===== src/rtl/ahb_apb_bridge_ctrl.sv =====
// AHB-to-APB bridge controller: one AHB slave port fanned out to three APB slaves.
// Optional APB_PREADY_EN: honour PREADY wait states in ACCESS (default: one-cycle ACCESS).
module ahb_apb_bridge_ctrl (
    input  logic        HCLK,
    input  logic        HRESETn,
    input  logic [1:0]  HTRANS,
    input  logic [31:0] HADDR,
    input  logic        HWRITE,
    input  logic [31:0] HWDATA,
    input  logic        HREADYin,
    output logic        HREADY_OUT,
    output logic [1:0]  HRESP,
    output logic [31:0] HRDATA,
    output logic [2:0]  PSEL,
    output logic        PENABLE,
    output logic        PWRITE,
    output logic [31:0] PADDR,
    output logic [31:0] PWDATA,
    input  logic [31:0] PRDATA,
    input  logic        PREADY
);

    typedef enum logic [1:0] {
        ST_IDLE,
        ST_WWAIT,
        ST_SETUP,
        ST_ACCESS
    } state_t;

    localparam logic [1:0] HTRANS_NONSEQ = 2'b10;
    localparam logic [1:0] HTRANS_SEQ    = 2'b11;

    state_t     state, state_nxt;
    logic [2:0] sel_q, sel_nxt, sel_dec;
    logic       in_range;
    logic       accept;
    logic       complete;

`ifdef APB_PREADY_EN
    assign complete = PREADY;
`else
    logic unused_pready;
    assign unused_pready = PREADY;
    assign complete      = 1'b1;
`endif

    // Three 64 MB windows starting at 0x8000_0000; the fourth quarter is unmapped.
    assign in_range = (HADDR[31:28] == 4'h8) && (HADDR[27:26] != 2'b11);

    always_comb begin
        sel_dec = 3'b000;
        case (HADDR[27:26])
            2'b00:   sel_dec = 3'b001;
            2'b01:   sel_dec = 3'b010;
            2'b10:   sel_dec = 3'b100;
            default: sel_dec = 3'b000;
        endcase
    end

    assign HREADY_OUT = (state == ST_IDLE) || ((state == ST_ACCESS) && complete);
    assign HRESP      = 2'b00;
    assign HRDATA     = PRDATA;

    // An address phase is only taken while this bridge is not stalling the bus.
    assign accept = HREADY_OUT && HREADYin && in_range &&
                    ((HTRANS == HTRANS_NONSEQ) || (HTRANS == HTRANS_SEQ));

    // NOTE: every signal written here gets a default first, so no path leaves one unassigned (no latch).
    always_comb begin
        state_nxt = state;
        sel_nxt   = sel_q;
        unique case (state)
            ST_IDLE, ST_ACCESS: begin
                if (HREADY_OUT) begin
                    if (accept) begin
                        state_nxt = HWRITE ? ST_WWAIT : ST_SETUP;
                        sel_nxt   = sel_dec;
                    end else begin
                        state_nxt = ST_IDLE;
                    end
                end
            end
            ST_WWAIT: state_nxt = ST_SETUP;
            ST_SETUP: state_nxt = ST_ACCESS;
            default:  state_nxt = ST_IDLE;
        endcase
    end

    // NOTE: state and registered outputs use non-blocking assignments so every flop samples pre-edge values.
    always_ff @(posedge HCLK or negedge HRESETn) begin
        if (!HRESETn) begin
            state   <= ST_IDLE;
            sel_q   <= 3'b000;
            PSEL    <= 3'b000;
            PENABLE <= 1'b0;
            PWRITE  <= 1'b0;
            PADDR   <= 32'h0;
            PWDATA  <= 32'h0;
        end else begin
            state   <= state_nxt;
            sel_q   <= sel_nxt;
            PSEL    <= ((state_nxt == ST_SETUP) || (state_nxt == ST_ACCESS)) ? sel_nxt : 3'b000;
            PENABLE <= (state_nxt == ST_ACCESS);
            if (accept) begin
                PADDR  <= HADDR;
                PWRITE <= HWRITE;
            end
            if (state == ST_WWAIT) begin
                PWDATA <= HWDATA;
            end
        end
    end

endmodule

===== config.mk =====
export PLATFORM = sky130hd
export DESIGN_NAME = ahb_apb_bridge_ctrl
export DESIGN_NICKNAME = d
export VERILOG_FILES = /design/src/rtl/ahb_apb_bridge_ctrl.sv
export SDC_FILE = /design/constraint.sdc
export NUM_CORES = 1
export LEC_CHECK = 0
export BUFFER_PORTS_ARGS = -buffer_cell sky130_fd_sc_hd__buf_2
export CAP_MARGIN = 5
export CELL_PAD_IN_SITES_DETAIL_PLACEMENT = 0
export CELL_PAD_IN_SITES_GLOBAL_PLACEMENT = 1
export CORE_ASPECT_RATIO = 0.5
export CORE_MARGIN = 4
export CORE_UTILIZATION = 29
export DETAILED_ROUTE_END_ITERATION = 8
export PLACE_DENSITY_LB_ADDON = 0.1
export SETUP_SLACK_MARGIN = 0.2
export SYNTH_ARGS = -nofsm -noshare
export SYNTH_HDL_FRONTEND = slang
export SYNTH_SLANG_ARGS = --single-unit

===== constraint.sdc =====
create_clock -name HCLK -period 2 [get_ports HCLK]
set_clock_uncertainty 0.1 [all_clocks]
set_input_delay 0.6 -clock HCLK [delete_from_list [all_inputs] [get_ports HCLK]]
set_output_delay 0.6 -clock HCLK [all_outputs]
set_load 0.05 [all_outputs]

After elaboration in Yosys (flattened, before gate mapping)
Cells that the tools add are included.
{ "classes": {"n_eq_ne": 11, "muxes": 9, "n_reduce_logical": 10} }
{ "ops": {"columns": ["operator", "count"], "rows": [
  ["$eq A2 B2 Y1 const B", 7],
  ["$mux W3", 4],
  ["$pmux W3 S3", 1],
  ["$mux W2", 3],
  ["$pmux W2 S3", 1],
  ["$eq A2 B1 Y1 const B", 2],
  ["$eq A4 B4 Y1 const B", 1],
  ["$logic_and A1 B1 Y1", 4],
  ["$logic_not A2 Y1", 2],
  ["$logic_or A1 B1 Y1", 3],
  ["$ne A2 B2 Y1 const B", 1],
  ["$reduce_or A2 Y1", 1]
]} }
{ "word_totals": {"regBits": 74, "out_inout_bits": 104} }

Logic depth before layout (Yosys ltp)
Gate-level depths: netlist of run 1.
{ "depth": {"word_depth": 11, "mapped_depth": 6, "mapped_depth_nobuf": 5} }

Worst setup path after synthesis of run 1
OpenSTA, ideal clock, no wires.
{ "synth_timing": {"kind": "register to register", "start": "register state[0]", "end": "register PADDR[0]", "arrival_time_ns": 2.099, "required_ns": 1.775, "path_slack_ns": -0.324, "stages_incl_launch_ff": 7, "n_path_buf": 1, "cell_sequence": "dfrtp_1 inv_1 ha_1 nand4bb_1 a2111o_1 buf_6 mux2_4"} }
{ "synth_between": {"elab_chain_cells": 5} }
{ "synth_lines": {"columns": ["item", "line_no", "source"], "rows": [
  ["start, declared", "33", "state_t state, state_nxt;"],
  ["start signal, assigned", "100", "state <= state_nxt;"],
  ["$eq A2 B2 Y1 or $logic_not A2 Y1 (tied branches)", "60", "assign HREADY_OUT = (state == ST_IDLE) || ((state == ST_ACCESS) && complete);"],
  ["$logic_or A1 B1 Y1 *", "60", null],
  ["net HREADY_OUT", "11", "output logic HREADY_OUT,"],
  ["$logic_and A1 B1 Y1 * (3 in series)", "65", "assign accept = HREADY_OUT && HREADYin && in_range &&"],
  ["end signal, assigned", "97", "PADDR <= 32'h0;"],
  ["end signal, assigned", "105", "PADDR <= HADDR;"],
  ["end, declared", "17", "output logic [31:0] PADDR,"]
]} }
The timed path passes the listed nets; every way through them passes the cells marked *.
A chain may end at the register's enable or synchronous reset.

Worst setup path after layout of run 1
{ "layout_timing": {"start": "register state[1]", "end": "register PADDR[14]"} }
{ "layout_between": {"elab_chain_cells": 5} }
{ "layout_lines": {"columns": ["item", "line_no"], "rows": [
  ["$eq A2 B2 Y1 or $logic_not A2 Y1 (tied branches)", "60"],
  ["$logic_or A1 B1 Y1 *", "60"],
  ["$logic_and A1 B1 Y1 * (3 in series)", "65"]
]} }
Mark *: on every way between the ends. The rest lies on a longest branch, timed or not.

==> metrics.txt, run 1 <==
antenna violations before repair 0; number of buffers inserted for hold repair after clock tree synthesis 0; worst slack, placed -50.91 ps; dominant synthesized flop cell sky130_fd_sc_hd__dfrtp_1; Starting Density a little under a third; clock transition at the registers of the reported paths 60 ps; final count of hold timing violations 0; grt ovf 0; chip width around 160 µm; global-route wire length before repair 10,870 µm; post-synthesis cell area approximately 3200 µm²; FF+latch area 1852 µm²; required time at the endpoint of the critical path roughly 2100 ps; Post-Layout Cell Count roughly 470; worst hold slack after final layout 91.71 ps; Routed Antenna Nets 0; Synth warnings 0; CTS sink cnt 74; type of the worst setup path reg2reg; routed wire length per instance roughly 15 µm; number of synthesized flops with an enable pin 0; cell type of the slowest stage on the worst timing path sky130_fd_sc_hd__a2111o_2; setup repair after global routing missed its margin yes; number of flip-flops and latches in the synthesized netlist 74; leading cell types in the layout, fill and taps excluded sky130_fd_sc_hd__buf_2, sky130_fd_sc_hd__dfrtp_1, sky130_fd_sc_hd__mux2_2, sky130_fd_sc_hd__mux2_4, sky130_fd_sc_hd__clkbuf_16; CTS max path bufs 2; area of the multi-input gates a little over 1000 µm²; async set-or-reset flop fraction in the synthesized netlist 100.0%; area growth from synthesis to layout 32.60%; critical-path maximum fanout 24; insertion delay of the later-clocked pin in the worst-skew pair roughly 320 ps; via count of the first global-routing pass ~2,100; run status completed; Max Transition Viols Final 0; total CTS buffers 9; count of placed standard cells including taps ~450; # Max-Cap Violations 0; detailed-route DRC error count 0; RD Place Congestion between 0.6 and 0.7; # port buffers around 140; CTS tree yes; sum of net half-perimeters after detailed placement 5374 µm; root buffer cell sky130_fd_sc_hd__clkbuf_16; vias ~2,000; Mapped Avg Cell Area about 15 µm²; Worst setup EP type flip-flop; final setup TNS 0 ps; final worst setup slack between 50 and 60 ps; number of antenna diodes 0; peak supply drop 0.5914 mV; H-Tree Level Count 3; starting DRC count in detailed routing between 70 and 80; worst hold path class in2async; I/O pin cnt between 200 and 250; gr usage total between 10% and 20%; core area roughly 10,000 µm²; proportion of layout cells with a drive suffix above 1 69.67%; Seq/Total Area, Yosys between 50% and 60%; final critical delay including setup and external delays 1948 ps; Die Y-Extent roughly 80 µm; first-pass iteration count of the detailed router 4; ordered cell list for the critical path ha_4 > nand4bb_1 > a2111o_2 > buf_12 > mux2_4; period utilization between 90% and 100%; setup violators final 0; drt via density ~4.2; Critical Path Max Stage Delay 420 ps; power per cell area between 1500 and 2000 nW/µm²; std cell rows 26; worst endpoint data arrival time just over 2000 ps; crit path launch type flip-flop; most common library cell in the layout ignoring fill and taps sky130_fd_sc_hd__buf_2; Gate Count Post-Synth approximately 210; Highest Clock Rate around 500 MHz; number of nets in the finished design approximately 430; unique cell type count in the Yosys netlist 21; die area roughly 13,000 µm²; detailed-route wire length 7134 µm; total leakage power between 2 and 2.5 nW; pin count of the biggest net entering global routing 33; worst reg-to-reg path cell count 5; number of inserted filler cells in the final layout 1,012
==> state kept, by name, summed over array words and instances, names as in the netlist <==
register and cells:
state 2, PADDR 32, PSEL 3, PWDATA 32, sel_q 3, PWRITE 1
PENABLE 1
==> cell families (layout without fill, tap and decap cells) <==
family	Yosys count	count (layout)	share of synthesized area, %
compound gates	3	3	0.7078
fa+ha+maj	2	2	0.7863
buf+inv	46	170	10.38
flops	74	74	58.20
mux	67	67	27.13
other cells	1	2	0.1179
simple gates	15	15	2.675
==> routing by layer <==
| metal | wire (µm) | share of wire [%] | GRT usage [%] |
|---|---|---|---|
| met5 | 0 | 0 | 0 |
| met4 | 178 | 2.5 | 5.195 |
| met3 | 615 | 8.6 | 4.737 |
| met2 | 3567 | 50 | 18.33 |
| met1 | 2772 | 39 | 12.39 |
==> area by class of cell <==
type | count | share of cell area [%]
Sequential cell | 74 | 43.89
Multi-Input combinational cell | 89 | 24.44
Timing Repair Buffer | 150 | 20.08
Clock buffer | 14 | 6.257
Tap cell | 140 | 4.152
Clock inverter | 2 | 0.8304
Inverter | 4 | 0.3559
==> worst max-delay path: cells and delay by family, from the launching register on <==
family          cells  cell delay, ps
compound gates      1             420
fa+ha+maj           1             290
buf+inv             1             190
flops               1             400
simple gates        1             110
mux                 1             310
==> synth_stat cells, types with 2 or more instances <==
master / number / area share [%]
sky130_fd_sc_hd__dfrtp_1: 74 / 58
sky130_fd_sc_hd__buf_4: 34 / 8.0
sky130_fd_sc_hd__mux2_4: 30 / 14
sky130_fd_sc_hd__ha_1: 2 / 0.79
sky130_fd_sc_hd__and2_1: 3 / 0.59
sky130_fd_sc_hd__nand2_1: 7 / 0.83
sky130_fd_sc_hd__buf_6: 4 / 1.4
sky130_fd_sc_hd__mux2_2: 34 / 12
sky130_fd_sc_hd__inv_1: 4 / 0.47
sky130_fd_sc_hd__buf_1: 3 / 0.35
sky130_fd_sc_hd__mux2i_1: 3 / 0.94
==> through the flow <==
| stage | power, mW | cell area (µm²) | util (%) |
|---|---|---|---|
| after floorplan | 5.320 | 3198 | - |
| after global placement | 6.007 | 3870 | 37.06 |
| after detailed placement | 6.055 | 3870 | 37.06 |
| after CTS | 7.788 | 4198 | 40.20 |
| after global routing | 8.080 | 4219 | 40.40 |
| final | 7.700 | 4219 | 40.40 |
==> timing repair <==
item,in CTS,in global routing
setup buffers,2,1
pin swaps,1,0
endpoints found under the setup margin,39,41
resized for setup,5,4
==> where the power goes <==
group | leakage [nW] | internal, mW | total (mW) | switching [mW]
clock | 0.147 | 1.03 | 1.60 | 0.565
sequential | 0.939 | 2.06 | 2.32 | 0.261
combinational | 1.21 | 1.19 | 3.78 | 2.59
total | 2.30 | 4.28 | 7.70 | 3.42
==> final timing paths <==
check	end	from	slack (ps)
worst max-delay path	PADDR[14]	state[1]	50
worst min register to register	PADDR[31]	PADDR[31]	370
worst min-delay path	PADDR[26]	HRESETn	90
max in group asynchronous	PWDATA[12]	HRESETn	1140
worst max register to register	PADDR[14]	state[1]	50
min in group HCLK	PADDR[31]	PADDR[31]	370
Note: power is estimated with default switching activity, not from simulation.
==> inputs of run 2 (changes only) <==
--- a/config.mk
+++ b/config.mk
@@ -5,7 +5,7 @@
 export SDC_FILE = /design/constraint.sdc
 export NUM_CORES = 1
 export LEC_CHECK = 0
-export BUFFER_PORTS_ARGS = -buffer_cell sky130_fd_sc_hd__buf_2
+export BUFFER_PORTS_ARGS = -buffer_cell sky130_fd_sc_hd__buf_4
 export CAP_MARGIN = 5
 export CELL_PAD_IN_SITES_DETAIL_PLACEMENT = 0
 export CELL_PAD_IN_SITES_GLOBAL_PLACEMENT = 1
==> metrics.txt, run 2 (synthesized netlist as in run 1, its figures left out) <==
Worst setup EP type primary output; launching point of the worst reg2reg path state[1]; proportion of layout cells with a drive suffix above 1 69.21%; Highest Clock Rate around 520 MHz; grt ovf 0; number of buffers inserted for hold repair after clock tree synthesis 0; required time at the endpoint of the critical path around 1300 ps; number of nets in the finished design 432; final setup TNS 0 ps; total leakage power around 2.4 nW; CTS max path bufs 2; # port buffers between 100 and 150; ordered cell list for the critical path inv_2 > ha_4 > buf_6 > buf_8; most common library cell in the layout ignoring fill and taps sky130_fd_sc_hd__buf_4; CTS sink cnt 74; setup repair after global routing missed its margin yes; power per cell area approximately 1700 nW/µm²; first-pass iteration count of the detailed router 4; clock transition at the registers of the reported paths around 50 ps; type of the worst setup path reg2out; number of antenna diodes 0; FF+latch area roughly 1900 µm²; peak supply drop between 0.4 and 0.5 mV; run status completed; setup violators final 0; worst hold slack after final layout about 95 ps; worst reg2reg endpoint PADDR[16]; total CTS buffers 9; number of inserted filler cells in the final layout 972; root buffer cell sky130_fd_sc_hd__clkbuf_16; Starting Density a little under a third; CTS tree yes; pin count of the biggest net entering global routing 33; die area 12,810 µm²; area of the multi-input gates approximately 1000 µm²; worst reg-to-reg path cell count 5; final count of hold timing violations 0; detailed-route wire length 7104 µm; gr usage total 11.05%; Critical Path Max Stage Delay around 380 ps; chip width around 160 µm; critical-path maximum fanout 2; cell type of the slowest stage on the worst timing path sky130_fd_sc_hd__dfrtp_1; Die Y-Extent approximately 82 µm; H-Tree Level Count 3; # Max-Cap Violations 0; Routed Antenna Nets 0; crit path launch type flip-flop; worst endpoint data arrival time ~1200 ps; starting DRC count in detailed routing 73; detailed-route DRC error count 0; setup slack of the most critical reg-to-reg path around 80 ps; drt via density about 4.2; Max Transition Viols Final 0; final critical delay including setup and external delays around 1900 ps; worst hold path class in2async; antenna violations before repair 0; global-route wire length before repair about 11,000 µm; largest registers PADDR (32), PWDATA (32); via count of the first global-routing pass ~2,200; RD Place Congestion between 0.6 and 0.7; leading cell types in the layout, fill and taps excluded sky130_fd_sc_hd__buf_4, sky130_fd_sc_hd__dfrtp_1, sky130_fd_sc_hd__mux2_2, sky130_fd_sc_hd__mux2_4, sky130_fd_sc_hd__clkbuf_16; period utilization 96.40%; insertion delay of the later-clocked pin in the worst-skew pair roughly 320 ps; routed wire length per instance approximately 15 µm; sum of net half-perimeters after detailed placement 5390 µm; I/O pin cnt 207; area growth from synthesis to layout 41.01%; vias between 1,500 and 2,000; core area around 10,000 µm²; std cell rows 26
-- run 2: how the worst max path moves through the flow --
stage	from	end	slack, ps
floorplan	state[1]	PADDR[0]	30
global placement	HADDR[28]	PADDR[19]	-30
detailed placement	HADDR[28]	PADDR[22]	-40
CTS	state[0]	HREADY_OUT	50
global route	state[0]	PSEL[0]	7
finish	state[0]	HREADY_OUT	70
-- run 2: where the power goes --
part	internal, mW	switching (mW)	total [mW]
Combinational	1.51	2.57	4.08
Sequential	2.06	0.288	2.35
Clock	0.842	0.534	1.38
Total	4.42	3.39	7.81
-- run 2: area by class of cell --
class	instances	area share, %
clock inverters	1	0.1115
well taps	140	3.904
inverters	4	0.3346
clock buffers	11	5.410
multi-input cells	89	22.67
repair buffers	149	26.30
flip-flops and latches	74	41.27
-- run 2: per-layer routing --
layer	vias up	global-route usage, %	wire length, µm
met1	963	12.57	2734
met3	31	4.842	653
met2	90	18.45	3518
met5	-	0	0
met4	0	4.675	198
li1	900	-	-
-- run 2: through the flow --
stage               utilization (%)  setup slack, ps  area, µm²  std cells  total power, mW
finish                        42.97            71.93       4487        468            7.807
global route                  42.97            7.431       4487        468            8.199
CTS                           42.97            49.84       4487        468            7.943
detailed placement            40.34           -44.36       4213        454            6.441
global placement              40.34           -34.31       4213        454            6.399
floorplan                         -            27.86       3198        209            5.320
-- run 2: worst max-delay path, delay by kind of cell, from the launching register on --
family	cells	cell delay (ps)
fa+ha+maj	1	200
buf+inv	3	320
flops	1	380
-- run 2: what timing repair did --
action                                 CTS  global route
gates resized for setup                  4             0
endpoints found under the hold margin    0             0
cloned                                   0             0
pin swaps                                1             0
setup buffers                            2             0
setup endpoints to repair               36            40
